### src/rtl/ps2_host_tx.sv
// Host-to-device PS/2 transmitter: sends one command byte to the keyboard
// using request-to-send, bit clocking, odd parity, stop bit, device ACK and
// a transfer timeout. Lines are open-collector; *_oe = 1 pulls the line low.
module ps2_host_tx #(
    parameter int unsigned INHIBIT_CYCLES = 2500,
    parameter int unsigned TIMEOUT_CYCLES = 375000
) (
    input  logic       clk25,
    input  logic       rst,
    input  logic       start,
    input  logic [7:0] din,
    output logic       busy,
    output logic       done,
    output logic       error,
    input  logic       ps2_clk_in,
    input  logic       ps2_din_in,
    output logic       ps2_clk_oe,
    output logic       ps2_dat_oe
);

    localparam int unsigned IW = $clog2(INHIBIT_CYCLES + 1);
    localparam int unsigned TW = $clog2(TIMEOUT_CYCLES + 1);
    localparam int unsigned FW = 10;
    localparam int unsigned BW = 4;

    typedef enum logic [2:0] {
        S_IDLE,
        S_INHIBIT,
        S_RTS,
        S_SEND,
        S_ACK,
        S_WAIT_IDLE
    } state_t;

    state_t          state;
    logic            clk_s1, clk_s2, clk_prev;
    logic            dat_s1, dat_s2;
    logic [FW-1:0]   frame;
    logic [BW-1:0]   bit_cnt;
    logic [IW-1:0]   inh_cnt;
    logic [TW-1:0]   tmo_cnt;
    logic            fall_c;
    logic            tmo_active_c;
    logic            timeout_c;

    assign fall_c       = clk_prev & ~clk_s2;
    assign tmo_active_c = (state == S_SEND) || (state == S_ACK) || (state == S_WAIT_IDLE);
    assign timeout_c    = tmo_active_c && (tmo_cnt == TW'(TIMEOUT_CYCLES - 1));

    // Two-flop synchronisers for both lines plus the clock edge register.
    // Reset to 1 (idle bus) so no false falling edge appears after reset.
    always_ff @(posedge clk25 or posedge rst) begin
        if (rst) begin
            clk_s1   <= 1'b1;
            clk_s2   <= 1'b1;
            clk_prev <= 1'b1;
            dat_s1   <= 1'b1;
            dat_s2   <= 1'b1;
        end else begin
            clk_s1   <= ps2_clk_in;
            clk_s2   <= clk_s1;
            clk_prev <= clk_s2;
            dat_s1   <= ps2_din_in;
            dat_s2   <= dat_s1;
        end
    end

    // Transfer FSM with registered outputs; timeout overrides any coincident fall.
    always_ff @(posedge clk25 or posedge rst) begin
        if (rst) begin
            state      <= S_IDLE;
            busy       <= 1'b0;
            done       <= 1'b0;
            error      <= 1'b0;
            ps2_clk_oe <= 1'b0;
            ps2_dat_oe <= 1'b0;
            frame      <= '0;
            bit_cnt    <= '0;
            inh_cnt    <= '0;
            tmo_cnt    <= '0;
        end else begin
            done <= 1'b0;
            if (tmo_active_c) begin
                tmo_cnt <= tmo_cnt + TW'(1);
            end
            if (timeout_c) begin
                ps2_clk_oe <= 1'b0;
                ps2_dat_oe <= 1'b0;
                error      <= 1'b1;
                done       <= 1'b1;
                state      <= S_IDLE;
            end else begin
                case (state)
                    S_IDLE: begin
                        ps2_clk_oe <= 1'b0;
                        ps2_dat_oe <= 1'b0;
                        // busy still high here means done pulsed last cycle
                        if (start && !busy) begin
                            frame      <= {1'b1, ~^din, din};
                            error      <= 1'b0;
                            busy       <= 1'b1;
                            inh_cnt    <= '0;
                            ps2_clk_oe <= 1'b1;
                            state      <= S_INHIBIT;
                        end else begin
                            busy <= 1'b0;
                        end
                    end
                    S_INHIBIT: begin
                        if (inh_cnt == IW'(INHIBIT_CYCLES - 1)) begin
                            ps2_dat_oe <= 1'b1;
                            state      <= S_RTS;
                        end else begin
                            inh_cnt <= inh_cnt + IW'(1);
                        end
                    end
                    S_RTS: begin
                        ps2_clk_oe <= 1'b0;
                        tmo_cnt    <= '0;
                        bit_cnt    <= '0;
                        state      <= S_SEND;
                    end
                    S_SEND: begin
                        if (fall_c) begin
                            ps2_dat_oe <= ~frame[0];
                            frame      <= {1'b0, frame[FW-1:1]};
                            bit_cnt    <= bit_cnt + BW'(1);
                            if (bit_cnt == BW'(FW - 1)) begin
                                state <= S_ACK;
                            end
                        end
                    end
                    S_ACK: begin
                        if (fall_c) begin
                            error <= dat_s2;
                            state <= S_WAIT_IDLE;
                        end
                    end
                    S_WAIT_IDLE: begin
                        if (clk_s2 && dat_s2) begin
                            done  <= 1'b1;
                            state <= S_IDLE;
                        end
                    end
                    default: begin
                        state <= S_IDLE;
                    end
                endcase
            end
        end
    end

endmodule

### config.mk
export PLATFORM = sky130hd
export DESIGN_NAME = ps2_host_tx
export DESIGN_NICKNAME = d
export VERILOG_FILES = /design/src/rtl/ps2_host_tx.sv
export SDC_FILE = /design/constraint.sdc
export NUM_CORES = 1
export LEC_CHECK = 0
export BUFFER_PORTS_ARGS = -buffer_cell sky130_fd_sc_hd__buf_2
export CORE_MARGIN = 5
export CORE_UTILIZATION = 40
export CTS_BUF_LIST = sky130_fd_sc_hd__clkbuf_8
export DETAILED_ROUTE_END_ITERATION = 7
export GPL_TIMING_DRIVEN = 0
export RECOVER_POWER = 100
export SLEW_MARGIN = 40
export SYNTH_ARGS = -nofsm -noshare
export SYNTH_HDL_FRONTEND = slang
export SYNTH_SLANG_ARGS = --single-unit
export TNS_END_PERCENT = 1
### constraint.sdc
create_clock -name clk25 -period 2.6 [get_ports clk25]
set_input_delay 0.39 -clock clk25 [delete_from_list [all_inputs] [get_ports clk25]]
set_output_delay 0.39 -clock clk25 [all_outputs]
set_load 0.03 [all_outputs]
; ---- Word level (Yosys, flattened, before mapping)
; Index checks and enable logic that the tools add are counted.
[totals]
mem_bits_ro = 0
ff_bits = 58
ramBits = 0
latch_bits = 0
mem_count = 0
wordCells = 93
[classes]
div = 0
muxes = 33
addsub = 3
multipliers = 0
reduce_logical = 21
n_bitwise = 4
eq_ne = 17
order_cmp = 0
shift = 0
[op_table]
columns = op, count
row1 = two-way mux 19 bit, 3
row2 = two-way mux 12 bit, 2
row3 = case mux 12 bit (2 select lines), 1
row4 = two-way mux 3 bit, 7
row5 = two-way mux 10 bit, 2
row6 = case mux 10 bit (2 select lines), 1
row7 = adder 19 x 1 -> 19 bit (second input constant), 1
row8 = == test 19 bit (second input constant), 1
row9 = case mux 3 bit (6 select lines), 1
row10 = adder 12 x 1 -> 12 bit (second input constant), 1
row11 = == test 12 bit (second input constant), 1
row12 = inequality test 3 bit (second input constant), 4
row13 = two-way mux 1 bit, 11
row14 = AND reduction 3 bit, 3
row15 = case mux 4 bit (2 select lines), 1
row16 = AND reduction 4 bit, 2
row17 = XNOR reduction 8 bit, 1
row18 = == test 3 x 2 -> 1 bit (second input constant), 2
row19 = == test 3 bit (second input constant), 2
row20 = inequality test 2 bit (second input constant), 3
row21 = inequality test 3 x 2 -> 1 bit (second input constant), 2
row22 = AND reduction 6 bit, 1
row23 = nonzero test 2 bit, 3
row24 = nonzero test 3 bit, 2
row25 = other kinds (14), 20

; ---- Depth between registers and ports, before layout
[logic_depth]
ltp_word = 6
mapped_depth = 7
mapped_depth_nobuf = 7

; ---- Worst setup path after synthesis
; Ideal clock, no wire load.
[synth_path]
path_type = reg-to-reg
start = reg tmo_cnt[9]
end = reg state[1]
stages_incl_launch_ff = 6
n_path_buf = 0
setup_ns = 0.128
period_less_slack_ns = 2.092
setup_slack_ns = 0.508
arrival_time_ns = 1.964
t_required_ns = 2.472
path_cell_list = dfrtp_1 > or4_4 > nor4_4 > nand2_2 > a211oi_2 > mux2_1
[synth_between]
elab_chain_cells = 4
elab_cells_between_ends = 10
[synth_lines]
columns = item, line_no
row1 = "start, declared", 41  ; logic [TW-1:0] tmo_cnt;
row2 = "start signal, assigned", 84  ; tmo_cnt <= tmo_cnt + TW'(1);
row3 = == test 19 bit (*), 48  ; assign timeout_c = tmo_active_c && (tmo_cnt == TW'(TIMEOUT_CYCLES - 1));
row4 = logical AND 1 bit (*), 48
row5 = inequality test 3 x 2 -> 1 bit (no source line) or inequality test 3 bit (tied branches), --
row6 = AND reduction 6 bit (no source line), --
row7 = "end signal, assigned", 71  ; state <= S_IDLE;
row8 = "end signal, assigned", 91  ; state <= S_IDLE;
row9 = "end signal, assigned", 104  ; state <= S_INHIBIT;
row10 = "end, declared", 35  ; state_t state;
; Every way passes the cells marked *; elsewhere a longest branch is shown, timed or not.
; A chain may end at the register's enable or synchronous reset.

; ---- Worst setup path after layout
; Ends and elaborated chain as after synthesis.

==> impl_results.md <==
- Post-synthesis instance total: 305
- Critical Path AT: 2.53 ns
- Final setup fails: 0
- Hold buffers post-CTS: 0
- Fin. Hold Viols: 0
- Final number of max-transition violations: 0
- Mapped Area: 2960 sq um
- Distinct cell type count after synthesis: 45
- FFs w/ async S/R, synth: 1.00
- CP max stage cell: or4_4
- GRT overflow: 0
- WS Path Type: reg2reg
- Setup Skew: 0.0109 ns
- Initial antenna violation count: 0
- Worst-Skew Late Latency: 0.33 ns
- Slew margin rel.: 0.125
- RSZ-0062 raised after global routing: false
- CTS sink cnt: 58
- Cell taking the most area after synthesis: dfrtp_1
- Number of flops mapped to enable cells by yosys: 0
- Max stage delay on crit path: 0.58 ns
- Port Buf Inserts: 17
- Syn Nets: 322
- Ys Warns: 0
- Vias post-DR: 2200
- Post-Route WL: just under 6000 um
- Starting density of the core: 0.409
- FMAX: 430 MHz
- Worst-path fanout max: 6
- Die Width: 96.1 um
- Die area: approximately 9000 sq um
- 1st-iter DRT viols: between 100 and 150
- Main synth FF type: dfrtp_1
- Peak VDD IR: 0.000577 V
- Post-CTS Resized: 0
- Non-filler cells, final: 437
- Final worst slack: between 0.2 and 0.3 ns
- Layout area overhead: 13.7%
- Per-cell routed wire length: 13.3 um
- GPL Wtd Cong: 0.761
- Chip Height: 96.1 um
- Ant diodes: 0
- Core area: between 7000 and 8000 sq um
- DRC: 0
- Proportion of layout cells with a drive suffix above 1: 0.112
- Routed Antenna Nets: 0
- Status: finished, final reports clean
- Worst-margin pin slew: between 1 and 1.5 ns
- Post-CTS setup repair buffer count: 0
- Clock period minus worst slack: between 2 and 2.5 ns
- Pre-antenna DRT Iters: 4
- Synth top area share: 0.447
- Vias/cell: 5.03
- CTS H-tree lvls: 3
- CTS tree: done
- Place WS: 0.322 ns
- Cts bufs inserted: 9
- Lkg Pwr: 1.50 nW
- Seq/Total Area, Yosys: 0.492
- Power Dens Cells: 960 nW/um^2
- Vias in the first global route: 2210
- CTS root buffer: clkbuf_8
- First-pass GRT wire length: 10300 um
- Area contributors post-synth: dfrtp_1 (45%), xor2_1 (6.2%), nor2_1 (5.2%)
- Clk pin slew, worst setup/hold paths: 0.06 ns
- Crit start category: register
- Largest net degree at the start of global routing: 31
- IO Pins: 18
- Site Rows: 31
- Worst setup EP type: register
- Cell chain of the critical path: or4_4 -> nor4_4 -> nand2_2 -> a211oi_2 -> mux2_1
- Inst Count DP: 422
- Max_cap viols: 0
- Final Cycle Share: 0.895
- Post-DP HPWL: 4210 um
- Worst EP required: 2.81 ns
- Bufs on Longest Clock Path: 2
- Post-Route Setup TNS: 0 ns
- FF+latch count, synth: 58
- Nets: 351
- HP Class: in2reg
- Total GRT Usage: 0.145
- Avg Synthesized Cell Area: approximately 9.7 sq um
==> routing by layer <==
| layer | wire length, um | share of wire | GRT usage |
|---|---|---|---|
| met2 | 2610 | 0.45 | 0.221 |
| met3 | 140 | 0.024 | 0.0274 |
| met1 | 2960 | 0.51 | 0.202 |
| met4 | 97 | 0.017 | 0.0604 |
| met5 | 0 | 0 | 0 |
==> Yosys cell counts (2+ instances only) <==
cell type / instances
xnor2_1: 11
xor2_1: 21
nand2b_1: 6
and2_1: 4
and3_1: 4
a21oi_1: 19
ha_1: 4
clkbuf_1: 10
and4_1: 3
nor3_1: 5
a21boi_0: 2
inv_1: 3
or4_1: 2
o211ai_1: 2
nor2b_1: 5
nand4_1: 10
mux2i_1: 13
o21ai_0: 9
dfrtp_1: 53
dfstp_2: 5
a22oi_1: 2
nand3_1: 17
a211oi_1: 4
nor2_1: 41
nand2_1: 30
==> through the flow <==
| stage | total power [mW] | instance area (sq um) | utilization | hold WS, ns |
|---|---|---|---|---|
| after detailed placement | 2.48 | 3200 | 0.441 | 0.347 |
| after CTS | 3.29 | 3380 | 0.466 | 0.0491 |
| after floorplan | 2.19 | 2960 | - | 0.345 |
| final | 3.23 | 3370 | 0.465 | 0.157 |
| after global routing | 3.52 | 3370 | 0.465 | 0.145 |
| after global placement | 2.44 | 3170 | 0.437 | 0.346 |
==> final timing paths <==
check,start,to,slack [ns],cells past startpoint
hold / removal,ps2_clk_in,clk_s1,0.16,1
hold reg to reg,dat_s1,dat_s2,0.36,0
min in group asynchronous,rst,tmo_cnt[13],0.34,2
setup / recovery,tmo_cnt[9],state[1],0.27,5
setup reg to reg,tmo_cnt[9],state[1],0.27,5
max in group asynchronous,rst,inh_cnt[6],1.58,3
==> registers in the layout (all words and copies together), names as in the netlist <==
| name | flops |
|---|---|
| dat_s1 | 1 |
| bit_cnt | 4 |
| frame | 10 |
| dat_s2 | 1 |
| ps2_dat_oe | 1 |
| busy | 1 |
| clk_prev | 1 |
| error | 1 |
| clk_s2 | 1 |
| inh_cnt | 12 |
| state | 3 |
| tmo_cnt | 19 |
| done | 1 |
| clk_s1 | 1 |
| ps2_clk_oe | 1 |
==> where the power goes <==
| group | internal [mW] | switching (mW) |
|---|---|---|
| Clock | 0.453 | 0.339 |
| Sequential | 1.13 | 0.193 |
| Combinational | 0.444 | 0.670 |
==> cells in the final DEF, fill, tap and decap left out, types with 2 or more instances in the layout <==
master	instances
a21boi_0	2
xor2_1	21
buf_2	12
nor2b_1	5
a22oi_1	2
inv_1	4
nand2_1	30
or4_1	2
nand4_1	10
nor2_1	41
nor3_1	5
mux2i_1	13
clkbuf_8	10
xnor2_1	11
and2_1	3
o21ai_0	9
and4_1	3
dfstp_2	4
nand2b_1	6
a21oi_1	20
and3_1	4
a211oi_1	4
clkbuf_1	16
nand3_1	17
dfrtp_1	53
o211ai_1	2
clkinv_2	2
ha_1	4
==> final cells by class <==
| type | count | area, sq um |
|---|---|---|
| buffer | 11 | 41.3 |
| clock buffer | 10 | 138 |
| clock inverter | 5 | 47.5 |
| fill | 728 | 3880 |
| inverter | 3 | 12.5 |
| multi-input combinational | 233 | 1450 |
| sequential | 58 | 1460 |
| tap | 99 | 124 |
| timing repair buffer | 18 | 98.8 |
==> cell families after synthesis <==
| kind of cell | Yosys count | synth area share |
|---|---|---|
| AO/OA/AOI/OAI | 45 | 0.0950 |
| XOR/XNOR | 32 | 0.0946 |
| adder cells (fa/ha/maj) | 4 | 0.0169 |
| buffers and inverters | 14 | 0.0177 |
| flip-flops | 58 | 0.492 |
| multiplexers | 14 | 0.0477 |
| AND/OR/NAND/NOR | 138 | 0.236 |
==> critical path: cells and delay by family, from the launching register on <==
kind             cells  cell delay, ns
multiplexers         1            0.34
flip-flops           1            0.42
AND/OR/NAND/NOR      3            1.17
AO/OA/AOI/OAI        1            0.27
Note: power is estimated with default switching activity, not from simulation.
